--- config.mk ---
export PLATFORM = sky130hd
export DESIGN_NAME = rst_seq
export DESIGN_NICKNAME = d
export VERILOG_FILES = /design/src/rtl/rst_seq_pkg.sv /design/src/rtl/rst_seq_sync2.sv /design/src/rtl/rst_seq.sv
export SDC_FILE = /design/constraint.sdc
export NUM_CORES = 1
export LEC_CHECK = 0
export BUFFER_PORTS_ARGS = -buffer_cell sky130_fd_sc_hd__buf_2
export CAP_MARGIN = 10
export CORE_AREA = 8 8 49 51
export CTS_CLUSTER_DIAMETER = 30
export DETAILED_ROUTE_END_ITERATION = 10
export DIE_AREA = 0 0 57 59
export GPL_ROUTABILITY_DRIVEN = 0
export PLACE_DENSITY = 0.68
export SETUP_SLACK_MARGIN = 0.05
export SYNTH_ARGS = -nofsm -noshare
export SYNTH_HDL_FRONTEND = slang
export SYNTH_SLANG_ARGS = --single-unit
--- constraint.sdc ---
create_clock -name CLK -period 0.8 [get_ports CLK]
set_input_delay 0.04 -clock CLK [delete_from_list [all_inputs] [get_ports CLK]]
set_output_delay 0.04 -clock CLK [all_outputs]
set_load 0.05 [all_outputs]
--- src/rtl/rst_seq_pkg.sv ---
`default_nettype none
// ============================================================================
// Module   : rst_seq_pkg
// Purpose  : Shared types and helpers for the rst_seq reset sequencer.
// Revision : 1.0 - initial release
// ============================================================================
package rst_seq_pkg;

  // Sequencer states, in boot order.
  typedef enum logic [2:0] {
    S_RESET     = 3'd0,
    S_WAIT_LOCK = 3'd1,
    S_POR_HOLD  = 3'd2,
    S_SYS_HOLD  = 3'd3,
    S_RUN       = 3'd4
  } state_t;

  // Sticky reset-cause code; value 3 is never produced.
  typedef enum logic [1:0] {
    CAUSE_PIN       = 2'd0,
    CAUSE_LOCK_LOSS = 2'd1,
    CAUSE_SYSREQ    = 2'd2
  } cause_t;

  // Largest of three cycle counts, used to size the shared counter.
  function automatic int max3(input int a, input int b, input int c);
    int m;
    m = (a > b) ? a : b;
    return (m > c) ? m : c;
  endfunction

endpackage
`default_nettype wire

--- src/rtl/rst_seq_sync2.sv ---
`default_nettype none
// ============================================================================
// Module   : rst_seq_sync2
// Purpose  : Two-flop synchroniser with asynchronous clear. Used both as the
//            reset release synchroniser (d_i tied high) and for lock flags.
// Revision : 1.0 - initial release
// ============================================================================
module rst_seq_sync2 #(
  parameter logic RESET_VAL = 1'b0
) (
  input  logic clk_i,
  input  logic rst_ni,
  input  logic d_i,
  output logic q_o
);

  logic meta_q;
  logic sync_q;

  // Two-stage capture; clear asserts asynchronously, release is synchronous.
  always_ff @(posedge clk_i or negedge rst_ni) begin
    if (!rst_ni) begin
      meta_q <= RESET_VAL;
      sync_q <= RESET_VAL;
    end else begin
      meta_q <= d_i;
      sync_q <= meta_q;
    end
  end

  assign q_o = sync_q;

endmodule
`default_nettype wire

--- src/rtl/rst_seq.sv ---
`default_nettype none
// ============================================================================
// Module   : rst_seq
// Purpose  : Reset sequencer for flexsoc_cm3. Waits for filtered PLL lock,
//            then releases PORESETn and later SYSRESETn; tracks reset cause.
// Revision : 1.0 - initial release
// ============================================================================
module rst_seq
  import rst_seq_pkg::*;
#(
  parameter int NUM_PLL     = 2,
  parameter int LOCK_FILTER = 4,
  parameter int POR_CYCLES  = 16,
  parameter int SYS_CYCLES  = 8
) (
  input  logic               CLK,
  input  logic               RESETn,
  input  logic [NUM_PLL-1:0] PLL_LOCKED,
  input  logic               SYSRESETREQ,
  output logic               PORESETn,
  output logic               SYSRESETn,
  output logic [1:0]         RST_CAUSE
);

  localparam int CNT_MAX = max3(LOCK_FILTER, POR_CYCLES, SYS_CYCLES);
  localparam int CNT_W   = $clog2(CNT_MAX + 1);

  localparam logic [CNT_W-1:0] LOCK_LAST = CNT_W'(LOCK_FILTER - 1);
  localparam logic [CNT_W-1:0] POR_LAST  = CNT_W'(POR_CYCLES - 1);
  localparam logic [CNT_W-1:0] SYS_LAST  = CNT_W'(SYS_CYCLES - 1);

  logic               rst_int_n;
  logic [NUM_PLL-1:0] lock_sync;
  logic               lock_ok;

  state_t             state_q, state_d;
  logic [CNT_W-1:0]   cnt_q, cnt_d;
  cause_t             cause_q, cause_d;
  logic               poresetn_q, poresetn_d;
  logic               sysresetn_q, sysresetn_d;

  // Pushbutton reset: asserts immediately, releases two edges after RESETn rises.
  rst_seq_sync2 #(.RESET_VAL(1'b0)) u_rst_sync (
    .clk_i  (CLK),
    .rst_ni (RESETn),
    .d_i    (1'b1),
    .q_o    (rst_int_n)
  );

  // Lock flags are cleared by the raw pin so they are settled by release.
  for (genvar gi = 0; gi < NUM_PLL; gi++) begin : g_pll_sync
    rst_seq_sync2 #(.RESET_VAL(1'b0)) u_lock_sync (
      .clk_i  (CLK),
      .rst_ni (RESETn),
      .d_i    (PLL_LOCKED[gi]),
      .q_o    (lock_sync[gi])
    );
  end

  assign lock_ok = &lock_sync;

  // State, counter, cause and registered output decodes.
  always_ff @(posedge CLK or negedge rst_int_n) begin
    if (!rst_int_n) begin
      state_q     <= S_RESET;
      cnt_q       <= '0;
      cause_q     <= CAUSE_PIN;
      poresetn_q  <= 1'b0;
      sysresetn_q <= 1'b0;
    end else begin
      state_q     <= state_d;
      cnt_q       <= cnt_d;
      cause_q     <= cause_d;
      poresetn_q  <= poresetn_d;
      sysresetn_q <= sysresetn_d;
    end
  end

  // Next-state logic; counter clears on every state change, lock loss has priority.
  always_comb begin
    state_d = state_q;
    cnt_d   = '0;
    cause_d = cause_q;
    case (state_q)
      S_RESET: state_d = S_WAIT_LOCK;
      S_WAIT_LOCK: begin
        if (!lock_ok)                cnt_d   = '0;
        else if (cnt_q == LOCK_LAST) state_d = S_POR_HOLD;
        else                         cnt_d   = cnt_q + CNT_W'(1);
      end
      S_POR_HOLD: begin
        if (!lock_ok) begin
          state_d = S_WAIT_LOCK;
          cause_d = CAUSE_LOCK_LOSS;
        end else if (cnt_q == POR_LAST) begin
          state_d = S_SYS_HOLD;
        end else begin
          cnt_d = cnt_q + CNT_W'(1);
        end
      end
      S_SYS_HOLD: begin
        if (!lock_ok) begin
          state_d = S_WAIT_LOCK;
          cause_d = CAUSE_LOCK_LOSS;
        end else if (cnt_q == SYS_LAST) begin
          state_d = S_RUN;
        end else begin
          cnt_d = cnt_q + CNT_W'(1);
        end
      end
      S_RUN: begin
        if (!lock_ok) begin
          state_d = S_WAIT_LOCK;
          cause_d = CAUSE_LOCK_LOSS;
        end else if (SYSRESETREQ) begin
          state_d = S_SYS_HOLD;
          cause_d = CAUSE_SYSREQ;
        end
      end
      default: state_d = S_RESET;
    endcase
    poresetn_d  = (state_d == S_SYS_HOLD) || (state_d == S_RUN);
    sysresetn_d = (state_d == S_RUN);
  end

  assign PORESETn  = poresetn_q;
  assign SYSRESETn = sysresetn_q;
  assign RST_CAUSE = cause_q;

endmodule
`default_nettype wire
# Word level (Yosys, flattened, before mapping)
# Cells that the tools add are included.
[totals] regBits=18 out_inout_bits=4 word_cells=49
[op_classes] n_addsub=1 eq_ne=11 n_mux=20 reduce_logical=6
[ops] operator="$mux 5" n=6
[ops] operator="$mux 3" n=8
[ops] operator="$pmux 3 s5" n=1
[ops] operator="$pmux 5 s3" n=1
[ops] operator="$eq 3x2->1 const B" n=3
[ops] operator="$eq 3x3->1 const B" n=2
[ops] operator="$mux 2" n=3
[ops] operator="$add 5x1->5 const B" n=1
[ops] operator="$eq 5x2->1 const B" n=1
[ops] operator="$eq 5x3->1 const B" n=1
[ops] operator="$eq 5x4->1 const B" n=1
[ops] operator="$pmux 2 s2" n=1
[ops] operator="$eq 3x1->1 const B" n=1
[ops] operator="$logic_not 3->1" n=1
[ops] operator="$ne 3x3->1 const B" n=1
[ops] operator="$reduce_and 3->1" n=1
[ops] operator="$ne 2x2->1 const B" n=1
[ops] operator="$reduce_and 2->1" n=1
[ops] operator="$reduce_bool 2->1" n=1
[ops] operator="$reduce_or 2->1" n=1
[ops] operator="$logic_or 1x1->1" n=1

# Depth between registers and ports, before layout
[depth] depth_word=6 ltp_mapped=8 ltp_nobuf=8

# Hierarchy
# A second synthesis with hierarchy kept.
[hier_totals] hier_cells=84 hier_area_um2=869.6
[modules_own_cells] mod="rst_seq" n_inst=1 cells_per_inst=78 area_each_um2=719.4 seq_area_each_um2=300.3
[modules_own_cells] mod="rst_seq_sync2" n_inst=3 cells_per_inst=2 area_each_um2=50.0 seq_area_each_um2=50.0

# Worst setup path before layout
# No wires, ideal clock.
[synth_path] path_kind="reg-to-reg" from="reg cnt_q[0]" to="reg poresetn_q, in the netlist PORESETn" t_arrival_ns=1.443 t_required_ns=0.682 path_slack_ns=-0.761 stages_incl_launch_ff=9 period_less_slack_ns=1.561 path_cell_list="dfrtp_1 ha_1 nand3_1 inv_1 ha_1 nor3b_1 a211o_1 o21ai_0 a21o_1"
[synth_via] elab_chain_len=6
[synth_rtl] element="from (decl)" line_no="rst_seq.sv:37" source="logic [CNT_W-1:0] cnt_q, cnt_d;"
[synth_rtl] element="from (signal assigned)" line_no="rst_seq.sv:72" source="cnt_q <= cnt_d;"
[synth_rtl] element="$eq 5x3->1, or another cell as far along" line_no="rst_seq.sv:105" source="end else if (cnt_q == SYS_LAST) begin"
[synth_rtl] element="$mux 3, on equally long branches" line_no="rst_seq.sv:105, rst_seq.sv:88, rst_seq.sv:95"
[synth_rtl] element="$mux 3, on equally long branches" line_no="rst_seq.sv:102, rst_seq.sv:87, rst_seq.sv:92"
[synth_rtl] element="$pmux 3 s5 (*)" line_no="rst_seq.sv:84" source="case (state_q)"
[synth_rtl] element="net state_d[0]" line_no="rst_seq.sv:36" source="state_t state_q, state_d;"
[synth_rtl] element="$eq 3x2->1 or $eq 3x3->1 (tied branches)" line_no="rst_seq.sv:122" source="poresetn_d = (state_d == S_SYS_HOLD) || (state_d == S_RUN);"
[synth_rtl] element="$logic_or 1x1->1 (*)" line_no="rst_seq.sv:122"
[synth_rtl] element="net poresetn_d" line_no="rst_seq.sv:39" source="logic poresetn_q, poresetn_d;"
[synth_rtl] element="to (signal assigned)" line_no="rst_seq.sv:74" source="poresetn_q <= poresetn_d;"
[synth_rtl] element="to (decl)" line_no="rst_seq.sv:39"
# The timed path passes the listed nets; every way through them passes the cells marked *.
# A chain may end at the register's enable or synchronous reset.

# Worst setup path in the final report
# Ends and elaborated chain as after synthesis.

==> run metrics <==
fraction of registers with async set/reset 100.0%; Iter 0 DRT Violations 14; status finished with violations; met2 Resource Use GR 21.55%; register area share after synthesis 52.71%; Layout Nets 122; CP most frequent cell ha_4; synthesized net count 87; CP cell instances ha_4 -> nand3_4 -> inv_2 -> ha_4 -> nor3b_2 -> a211o_1 -> o21ai_2 -> a21o_1; largest net degree at the start of global routing 13; Peak VDD IR 1.430 mV; R2R Path Start cnt_q[0]; Max-Cap Viols 0; CP startpoint kind flop; Post-Layout Cell Count 129; Clock Pin Slew Worst Setup and Hold Paths 100 ps; worst-path fanout max 4; Setup violations, final 16; hpwl dp 1.282 mm; wire length per cell 15.66 um; Crit-path slowest cell dfrtp_1; post-route worst setup slack -733.6 ps; CTS root buffer clkbuf_4; failing checks negative setup slack; nature of the critical path endpoint flop; vias in the first global route 773; core area 1652 sq um; PortBufs 8; final setup TNS -7400 ps; Initial Util 51.74%; syn_area_per_cell 10.82 sq um; GRT busiest layer met2; ANT cells 0; grt met3 use 3.219%; unrepaired setup endpoints after global routing yes; Yosys top cell by area dfrtp_1; drc violations 0; grt ovf 0; Final Skew 2.684 ps; Synth top cells by count dfrtp_1 (18), nor2_1 (6), a21oi_1 (5), inv_1 (5), nand2_1 (5); Bufs and invs on worst path 1; R2R Setup Slk -730 ps; P per Cell Area 1179 nW/um^2; CTS tree yes; synthesized area 854.6 sq um; final hold slack 96.31 ps; clk_lat worst skew 280 ps; count leader, synth dfrtp_1; Hold Vio Cnt, Final 0; row count 15; minimum clock period 1534 ps; Top FF cell, synth dfrtp_1; TritonRoute pass-1 iters 4; grt met1 use 14.12%; via count 682; layout cells sized above 1 50.89%; slowest stage delay, CP 420 ps; r2r endpoint PORESETn; Ys Warns 0; Pins Over Slew Limit 0; die height 59 um; H-tree levels 1; Final Cycle Share 191.7%; r2r worst-path depth 8; width of the die 57 um; I/O pins 9; number of synthesized flops with an enable pin 0; Final Util 76.21%; gr usage total 12.52%; FMAX 0.6521 GHz; Fill cells 106; largest cells by area after synthesis dfrtp_1 (53%), ha_1 (4.4%), a21oi_1 (2.9%), a21o_1 (2.6%), nor2_1 (2.6%); dpl cells 119; die area 3363 sq um; area grow syn2layout 47.29%; clk sinks 18; Crit Path Category flop to flop; Synth top area share 52.71%; Netlist cell types 33; FF+latch count, synth 18; ANT nets after route 0; vias per cell 5.287; initial antenna violation count 0; Mapped Cells 79; CTS Buffer Depth 2; static leakage 0.5936 nW; wirelength, routed 2.020 mm; CTS buffer count 3; worst hold path class input pin to asynchronous set/reset pin; Worst Path Arrival 1710 ps; first-pass GRT wire length 3.332 mm; Critical Path RT 980 ps; crit-path leading delay family flip-flops
==> what timing repair did <==
item | in CTS | in global routing
pin swaps | 9 | 3
resized for setup | 21 | 8
endpoints found under the hold margin | 8 | 0
hold buffers | 3 | 0
setup endpoints to repair | 16 | 16
setup buffers | 3 | 1
==> registers in the layout (all words and copies together), names as in the netlist <==
name,cells
cnt_q,5
SYSRESETn,1
PORESETn,1
g_pll_sync.u_lock_sync.q_o,2
u_rst_sync.meta_q,1
u_rst_sync.q_o,1
g_pll_sync.u_lock_sync.meta_q,2
RST_CAUSE,2
state_q,3
==> per-layer routing <==
| layer | part of all wire (%) | wire, um | vias up |
|---|---|---|---|
| met5 | 0 | 0 | - |
| met4 | 1.5 | 31 | 0 |
| met3 | 3.6 | 73 | 4 |
| met2 | 52 | 1059 | 15 |
| met1 | 42 | 856 | 328 |
| li1 | - | - | 335 |
==> layout make-up <==
cell class                 count  area (sq um)  area share, %
multi-input combinational     52         461.7          36.68
sequential                    18         451.7          35.88
timing repair buffer          34         282.8          22.47
clock buffer                   3         22.52          1.789
tap                           17         21.27          1.690
inverter                       5         18.77          1.491
==> metrics by stage <==
step / total power, mW / cell area [sq um] / setup slack (ps)
2_1_floorplan: 0.9963 / 898.4 / -698.9
3_3_place_gp: 1.041 / 1070 / -721.8
3_5_place_dp: 1.045 / 1070 / -768.3
4_1_cts: 1.479 / 1220 / -727.9
5_1_grt: 1.549 / 1259 / -796.6
6_report: 1.484 / 1259 / -733.6
==> how the worst max path moves through the flow <==
stage                   from       end  cells after the start
floorplan           cnt_q[0]  cnt_q[2]                      8
global placement    cnt_q[1]  PORESETn                      8
detailed placement  cnt_q[1]  cnt_q[2]                      8
CTS                 cnt_q[0]  cnt_q[2]                      8
global route        cnt_q[1]  PORESETn                      8
finish              cnt_q[0]  PORESETn                      8
==> cells in the final DEF (no fill, tap or decap), types with 2 or more instances in the layout <==
cell type,n
buf_4,20
inv_1,4
clkbuf_4,3
nand2_1,4
a21o_1,3
buf_2,4
a21oi_2,3
nor2_1,4
o21ai_2,3
nand3_1,2
a21oi_1,2
nor2_2,2
dlygate4sd3_1,3
buf_6,6
ha_4,2
nor2b_1,2
dfrtp_1,17
==> logic make-up after synthesis <==
kind of cell / after synthesis / share of synthesized area, %
fa+ha+maj: 3 / 4.393
xor+xnor: 2 / 2.050
buf+inv: 9 / 5.270
simple gates: 26 / 17.43
compound gates: 18 / 14.79
other cells: 1 / 0.4388
mux: 2 / 2.928
flops: 18 / 52.71
==> report_power, final <==
part           internal (mW)  total, mW  leakage [nW]  switching (mW)
Clock                  0.175      0.434        0.0138           0.259
Sequential             0.930      0.942         0.224          0.0125
Combinational         0.0522      0.108         0.355          0.0560
Total                   1.16       1.48         0.594           0.327
No activity file was read; power rests on OpenSTA's default activity.
